`src/rtl/apb_uart_regs.sv`:
```
// APB register block between the system bus and uart_core: frame config, TX word,
// start pulse, and W1C event status. Optional IER/irq_o under `APB_UART_IRQ_EN`.
module apb_uart_regs #(
  parameter int ADDR_W = 12
) (
  input  logic              clk,
  input  logic              rst_n,
  input  logic              psel,
  input  logic              penable,
  input  logic              pwrite,
  input  logic [ADDR_W-1:0] paddr,
  input  logic [31:0]       pwdata,
  output logic [31:0]       prdata,
  output logic              pready,
  output logic              pslverr,
  output logic [1:0]        data_bit_num_o,
  output logic              parity_en_o,
  output logic              parity_type_o,
  output logic              stop_bit_num_o,
  output logic [31:0]       tx_data_o,
  output logic              start_tx_o,
  input  logic              tx_done_i,
  input  logic              rx_done_i,
  input  logic              parity_error_i,
  input  logic [31:0]       rx_data_i
`ifdef APB_UART_IRQ_EN
  ,
  output logic              irq_o
`endif
);

  localparam logic [2:0] OFS_TX   = 3'd0;
  localparam logic [2:0] OFS_RX   = 3'd1;
  localparam logic [2:0] OFS_CFG  = 3'd2;
  localparam logic [2:0] OFS_CTRL = 3'd3;
  localparam logic [2:0] OFS_STAT = 3'd4;
  localparam logic [2:0] OFS_IER  = 3'd5;

  logic [2:0]  ofs;
  logic        access, mapped, busy_err, err, we, start_cmd;
  logic        tx_busy;
  logic [3:0]  sts;        // {rx_overrun, parity_err, rx_done, tx_done}
  logic [3:0]  sts_set, w1c;
  logic [31:0] rx_data;
  logic [3:0]  ier;
  logic        unused_addr;

  assign unused_addr = ^{paddr[ADDR_W-1:5], paddr[1:0]};
  assign ofs    = paddr[4:2];
  assign access = psel & penable;
  assign pready = 1'b1;

  always_comb begin
    mapped = 1'b0;
    case (ofs)
      OFS_TX, OFS_RX, OFS_CFG, OFS_CTRL, OFS_STAT: mapped = 1'b1;
`ifdef APB_UART_IRQ_EN
      OFS_IER: mapped = 1'b1;
`endif
      default: mapped = 1'b0;
    endcase
  end

  // Anything that would disturb the frame in flight is refused.
  assign busy_err = pwrite & tx_busy &
                    ((ofs == OFS_TX) | (ofs == OFS_CFG) | ((ofs == OFS_CTRL) & pwdata[0]));
  assign err       = ~mapped | (pwrite & (ofs == OFS_RX)) | busy_err;
  assign pslverr   = access & err;
  assign we        = access & pwrite & ~err;
  assign start_cmd = we & (ofs == OFS_CTRL) & pwdata[0];
  assign w1c       = (we && ofs == OFS_STAT) ? pwdata[4:1] : 4'b0;
  assign sts_set   = {rx_done_i & sts[1], rx_done_i & parity_error_i, rx_done_i, tx_done_i};

`ifndef APB_UART_IRQ_EN
  assign ier = 4'b0;
`endif

  always_comb begin
    prdata = 32'b0;
    if (access && !pwrite && mapped) begin
      case (ofs)
        OFS_TX:   prdata = tx_data_o;
        OFS_RX:   prdata = rx_data;
        OFS_CFG:  prdata = {27'b0, parity_type_o, parity_en_o, stop_bit_num_o, data_bit_num_o};
        OFS_STAT: prdata = {27'b0, sts, tx_busy};
        OFS_IER:  prdata = {28'b0, ier};
        default:  prdata = 32'b0;
      endcase
    end
  end

  always_ff @(posedge clk or negedge rst_n) begin
    if (!rst_n) begin
      tx_data_o      <= 32'b0;
      data_bit_num_o <= 2'b11;
      stop_bit_num_o <= 1'b0;
      parity_en_o    <= 1'b0;
      parity_type_o  <= 1'b0;
      start_tx_o     <= 1'b0;
      tx_busy        <= 1'b0;
      sts            <= 4'b0;
      rx_data        <= 32'b0;
    end else begin
      start_tx_o <= start_cmd;
      if (we && ofs == OFS_TX) tx_data_o <= pwdata;
      if (we && ofs == OFS_CFG)
        {parity_type_o, parity_en_o, stop_bit_num_o, data_bit_num_o} <= pwdata[4:0];
      if (start_cmd)      tx_busy <= 1'b1;
      else if (tx_done_i) tx_busy <= 1'b0;
      // Hardware set beats a same-cycle software clear.
      sts <= sts_set | (sts & ~w1c);
      if (rx_done_i) rx_data <= rx_data_i;
    end
  end

`ifdef APB_UART_IRQ_EN
  always_ff @(posedge clk or negedge rst_n) begin
    if (!rst_n) begin
      ier   <= 4'b0;
      irq_o <= 1'b0;
    end else begin
      if (we && ofs == OFS_IER) ier <= pwdata[3:0];
      irq_o <= |(sts & ier);
    end
  end
`endif

endmodule

```
`config.mk`:
```
export PLATFORM = sky130hd
export DESIGN_NAME = apb_uart_regs
export DESIGN_NICKNAME = d
export VERILOG_FILES = /design/src/rtl/apb_uart_regs.sv
export SDC_FILE = /design/constraint.sdc
export NUM_CORES = 1
export LEC_CHECK = 0
export ABC_AREA = 0
export BUFFER_PORTS_ARGS = -buffer_cell sky130_fd_sc_hd__clkbuf_2
export CELL_PAD_IN_SITES_DETAIL_PLACEMENT = 1
export CELL_PAD_IN_SITES_GLOBAL_PLACEMENT = 2
export CORE_MARGIN = 2
export CORE_UTILIZATION = 31
export CTS_CLUSTER_DIAMETER = 50
export DETAILED_ROUTE_END_ITERATION = 12
export GPL_TIMING_DRIVEN = 0
export HOLD_SLACK_MARGIN = 0.08
export PLACE_DENSITY_LB_ADDON = 0.1
export RECOVER_POWER = 100
export SETUP_SLACK_MARGIN = 0.2
export SLEW_MARGIN = 15
export SYNTH_ARGS = -nofsm -noshare
export SYNTH_HDL_FRONTEND = slang
export SYNTH_SLANG_ARGS = --single-unit
export TNS_END_PERCENT = 30
```
`constraint.sdc`:
```
create_clock -name clk -period 3.8 [get_ports clk]
set_input_delay 0.76 -clock clk [delete_from_list [all_inputs] [get_ports clk]]
set_output_delay 0.76 -clock clk [all_outputs]
set_load 0.01 [all_outputs]
```
-- Word-level counts from Yosys, hierarchy flattened
Cells that the tools add are included.
- flip-flop bits (word level): 75
- input port bits: 84
- output and inout bits: 72
- logic and storage cells: 49
- equality and inequality tests: 4
- muxes and demuxes: 6
- bitwise logic cells: 21
- reductions and logical operators: 9
- operators with widths (kind ; count):
    one-hot mux 32 bit (4 select lines) ; 1
    2-to-1 mux 32 bit ; 1
    bitwise AND 1 bit ; 12
    == test 3 x 2 -> 1 bit, second input constant ; 2
    logical AND 1 bit ; 5
    OR reduction 5 bit ; 1
    bitwise AND 4 bit ; 1
    2-to-1 mux 4 bit ; 1
    inverter 4 bit ; 1
    bitwise OR 1 bit ; 4
    bitwise OR 4 bit ; 1
    == test 3 x 1 -> 1 bit, second input constant ; 1
    == test 3 bit, second input constant ; 1
    zero test 3 bit ; 1
    2-to-1 mux 1 bit ; 3
    inverter 1 bit ; 2
    nonzero test 2 bit ; 1
    zero test 1 bit ; 1

-- Depth between registers and ports, before layout
- word-level depth: 13
- gate-level depth with buffers: 6
- depth with buffers taken out: 4

-- Worst setup path before layout
No wires, ideal clock.
- kind: input port to output port
- from: input port paddr[4]
- to: output port prdata[11]
- data arrival time: 2.062 ns
- data required time: 3.040 ns
- path slack: 0.978 ns
- stages on the path: 6
- buffers on the path: 3
- cell sequence: buf_2 -> maj3_1 -> or3_1 -> buf_2 -> buf_4 -> nor2_1
- word-level cells in the longest chain between the ends: 5
- elaborated cells between the ends (all ways): 10
- classes of those cells: eq/ne: 4; mux: 3; reduce/logical: 3
- ends and longest elaborated chain (what ; line ; text):
    start, declared ; 11 ; input logic [ADDR_W-1:0] paddr,
    == test 3 x 1 -> 1 bit (tied with other cells) ; 55, 81 ;
    OR reduction 5 bit ; 55 ; case (ofs)
    2-to-1 mux 1 bit ; 55 ;
    logical AND 1 bit ; 80 ; if (access && !pwrite && mapped) begin
    2-to-1 mux 32 bit * ; 80 ;
    end, declared ; 13 ; output logic [31:0] prdata,
Every way passes the cells marked *; elsewhere a longest branch is shown, timed or not.

-- Worst setup path after layout
- from: input port paddr[3]
- to: output port prdata[25]
The elaborated chain is that of the path after synthesis.

==> impl_metrics.tcl <==
set metrics [dict create \
    max_stage_delay_ns 0.60 \
    end_kind "primary output" \
    synthArstFlopShare 1.000 \
    p_seq_frac 0.477 \
    clk_latency_ns 0.34 \
    netlist.area_leader.share 0.5342 \
    switchingPower_uw 512.9 \
    wl_um 9871 \
    layout_min_cycle_time_ns 3.332 \
    syn_avg_cell_area_um2 12.71 \
    status "finished, violations left" \
    place.gp.congestion 0.7317 \
    drtIter0Drc 71 \
    yosys_most_used_dff "dfrtp_1" \
    num_antenna_cells 0 \
    slew_headroom -0.4160 \
    setup_viol 0 \
    clockBufferDepth 2 \
    yosysUniqueCellTypes 32 \
    grt_pass1_wl_um 15610 \
    final_util 0.4110 \
    yosysSeqAreaShare 0.5496 \
    cts_htree_levels 3 \
    power_switching_share 0.2550 \
    leakage_uw 0.001916 \
    cp.required_ns 3.04 \
    start_kind "input port" \
    cts_tree "yes" \
    rsz0062_at_grt "no" \
    tightestPinTransition_ns 2.124 \
    grt_pass1_vias 2975 \
    path_cells "clkbuf_1 -> nor3_1 -> clkbuf_1 -> a22oi_1 -> nor2_1 -> clkbuf_1" \
    grt_max_degree 40 \
    fin_nets 507 \
    hpwl_um 7187 \
    via_count 2770 \
    cpMostUsedCell "clkbuf_1" \
    final.setup.tns_ns 0 \
    violations "capacitance limit, slew limit" \
    synth_top_cells_by_count "73 x dfrtp_1, 68 x mux2_2, 33 x nor2_1, 27 x a22oi_1, 8 x clkbuf_1" \
    io_buffers 142 \
    irDropWorstVdd_mv 0.2068 \
    clkSinkCount 75 \
    finalHoldViolCount 0 \
    crit_type "input port to primary output" \
    cp.arrival_ns 2.57 \
    overflow 0 \
    syn_nets 353 \
    fmax_mhz 300.1 \
    dr.pass1.iters 6 \
    yosysTopAreaCell "dfrtp_1" \
    p_int_uw 1499 \
    dieArea_um2 11890 \
    start_util 0.3168 \
    ys_top_cells_by_area "dfrtp_1 53%, mux2_2 22%, a22oi_1 5.9%, nor2_1 3.6%, a22o_1 1.8%" \
    ios 156 \
    final.period_utilization 0.8769 \
    drc 0 \
    grt.total_usage 0.1741 \
    via_per_inst 4.877 \
    row_count 38 \
    fp.dieH_um 109.0 \
    core_area_um2 10790 \
    worstPathMaxFanout 10 \
    yosysWarnings 0 \
    synth_edf_count 0 \
    dieWidth_um 109.0 \
    syn-instance-count 269 \
    slew_violations 40 \
    maxCapViolations 1 \
    wl_per_cell_um 17.38 \
    hold_class "register to register" \
    crit_slowest_cell "nor3_1" \
    fin_worst_hold_slack_ns 0.4843 \
    syn2layout_area_growth_pct 29.71 \
    syn_area_um2 3420 \
    synth_seq_cells 75 \
    cts_buffers 9 \
    power_density_nw_per_um2 453.5 \
    yosys.cell_count.top_type "dfrtp_1" \
    post-cts-setup-buffers 0 \
    drive_gt1_frac 0.3808 \
    skew_ns 0.01013 \
    antenna_found_initial 0 \
    clkTransAtPathRegs_ns 0.08 \
    ant_nets 0 \
    cts_root_buf "clkbuf_8" \
    clkPwrFrac 0.374 \
    comb_power_share 0.149 \
]
==> layout by cell type (no fill, tap or decap), types with 3 or more instances in the layout <==
cell / n
clkbuf_2: 74
nor2_1: 33
clkbuf_8: 10
clkbuf_1: 85
dfrtp_1: 73
a222oi_1: 5
mux2_2: 68
a22o_1: 7
a22oi_1: 27
bufinv_16: 3
nor2b_1: 5
nand2_1: 6
==> metrics by stage <==
step | instance area [um^2] | total power, uW | setup slack [ns] | cells
2_1_floorplan | 3420 | 1133 | 0.9777 | 269
3_3_place_gp | 4305 | 1289 | 0.3646 | 551
3_5_place_dp | 4328 | 1304 | 0.3703 | 552
4_1_cts | 4571 | 2066 | 0.3481 | 568
5_1_grt | 4436 | 2128 | 0.1766 | 568
6_report | 4436 | 2012 | 0.4677 | 568
==> worst max-delay path: cells and delay by family <==
| family | cells | cell delay [ns] |
|---|---|---|
| simple gates | 2 | 0.74 |
| compound gates | 1 | 0.18 |
| buf+inv | 3 | 0.89 |
==> sequential cells by signal (all words and copies together) (netlist names) <==
register,count
data_bit_num_o,2
rx_data,32
tx_busy,1
start_tx_o,1
tx_data_o,32
sts,4
stop_bit_num_o,1
parity_en_o,1
parity_type_o,1
==> logic make-up (layout without fill, tap and decap cells) <==
group | Yosys count | count (layout) | share of synthesized area
buffers and inverters | 22 | 181 | 0.03878
multiplexers | 69 | 69 | 0.2272
AO/OA/AOI/OAI | 46 | 46 | 0.1094
adder cells (fa/ha/maj) | 1 | 1 | 0.002927
flip-flops | 75 | 75 | 0.5496
other | 1 | 1 | 0.001097
AND/OR/NAND/NOR | 55 | 55 | 0.07099
==> power by group through the flow <==
stage	combinational, uW	sequential (uW)	clock [uW]
2_1_floorplan	141	992	0
3_3_place_gp	314	975	0
3_5_place_dp	325	979	0
4_1_cts	325	963	777
5_1_grt	333	978	817
6_report	299	960	753
==> per-layer routing <==
metal / vias to the layer above / part of all wire / track usage
met4: 0 / 0.0086 / 0.04945
met1: 1379 / 0.43 / 0.2255
li1: 1292 / - / -
met2: 89 / 0.49 / 0.2848
met3: 10 / 0.065 / 0.04842
met5: - / 0 / 0
==> cell type report <==
class,count,area (um^2)
plain buffers,20,100.1
multi-input cells,172,1401
repair buffers,143,629.4
well taps,140,175.2
fillers,1249,6357
clock inverters,4,97.59
clock buffers,12,145.1
flip-flops and latches,75,1879
inverters,2,7.507
==> final timing paths <==
kind / cells after the start / slack, ns / start / endpoint
worst max-delay path: 6 / 0.47 / paddr[3] / prdata[25]
worst min-delay path: 1 / 0.48 / sts[0]$_DFF_PN0_ / sts[0]$_DFF_PN0_
worst max register to register: 4 / 1.45 / tx_busy$_DFFE_PN0P_ / tx_data_o[17]$_DFFE_PN0P_
worst min register to register: 1 / 0.48 / sts[0]$_DFF_PN0_ / sts[0]$_DFF_PN0_
max in group asynchronous: 2 / 0.90 / rst_n / rx_data[30]$_DFFE_PN0P_
min in group asynchronous: 1 / 1.03 / rst_n / tx_data_o[5]$_DFFE_PN0P_
==> repair_timing <==
item / CTS / global route
gates resized for setup: 0 / 1
hold buffers: 0 / 0
setup endpoints to repair: 0 / 20
(Power assumes the default switching activity.)
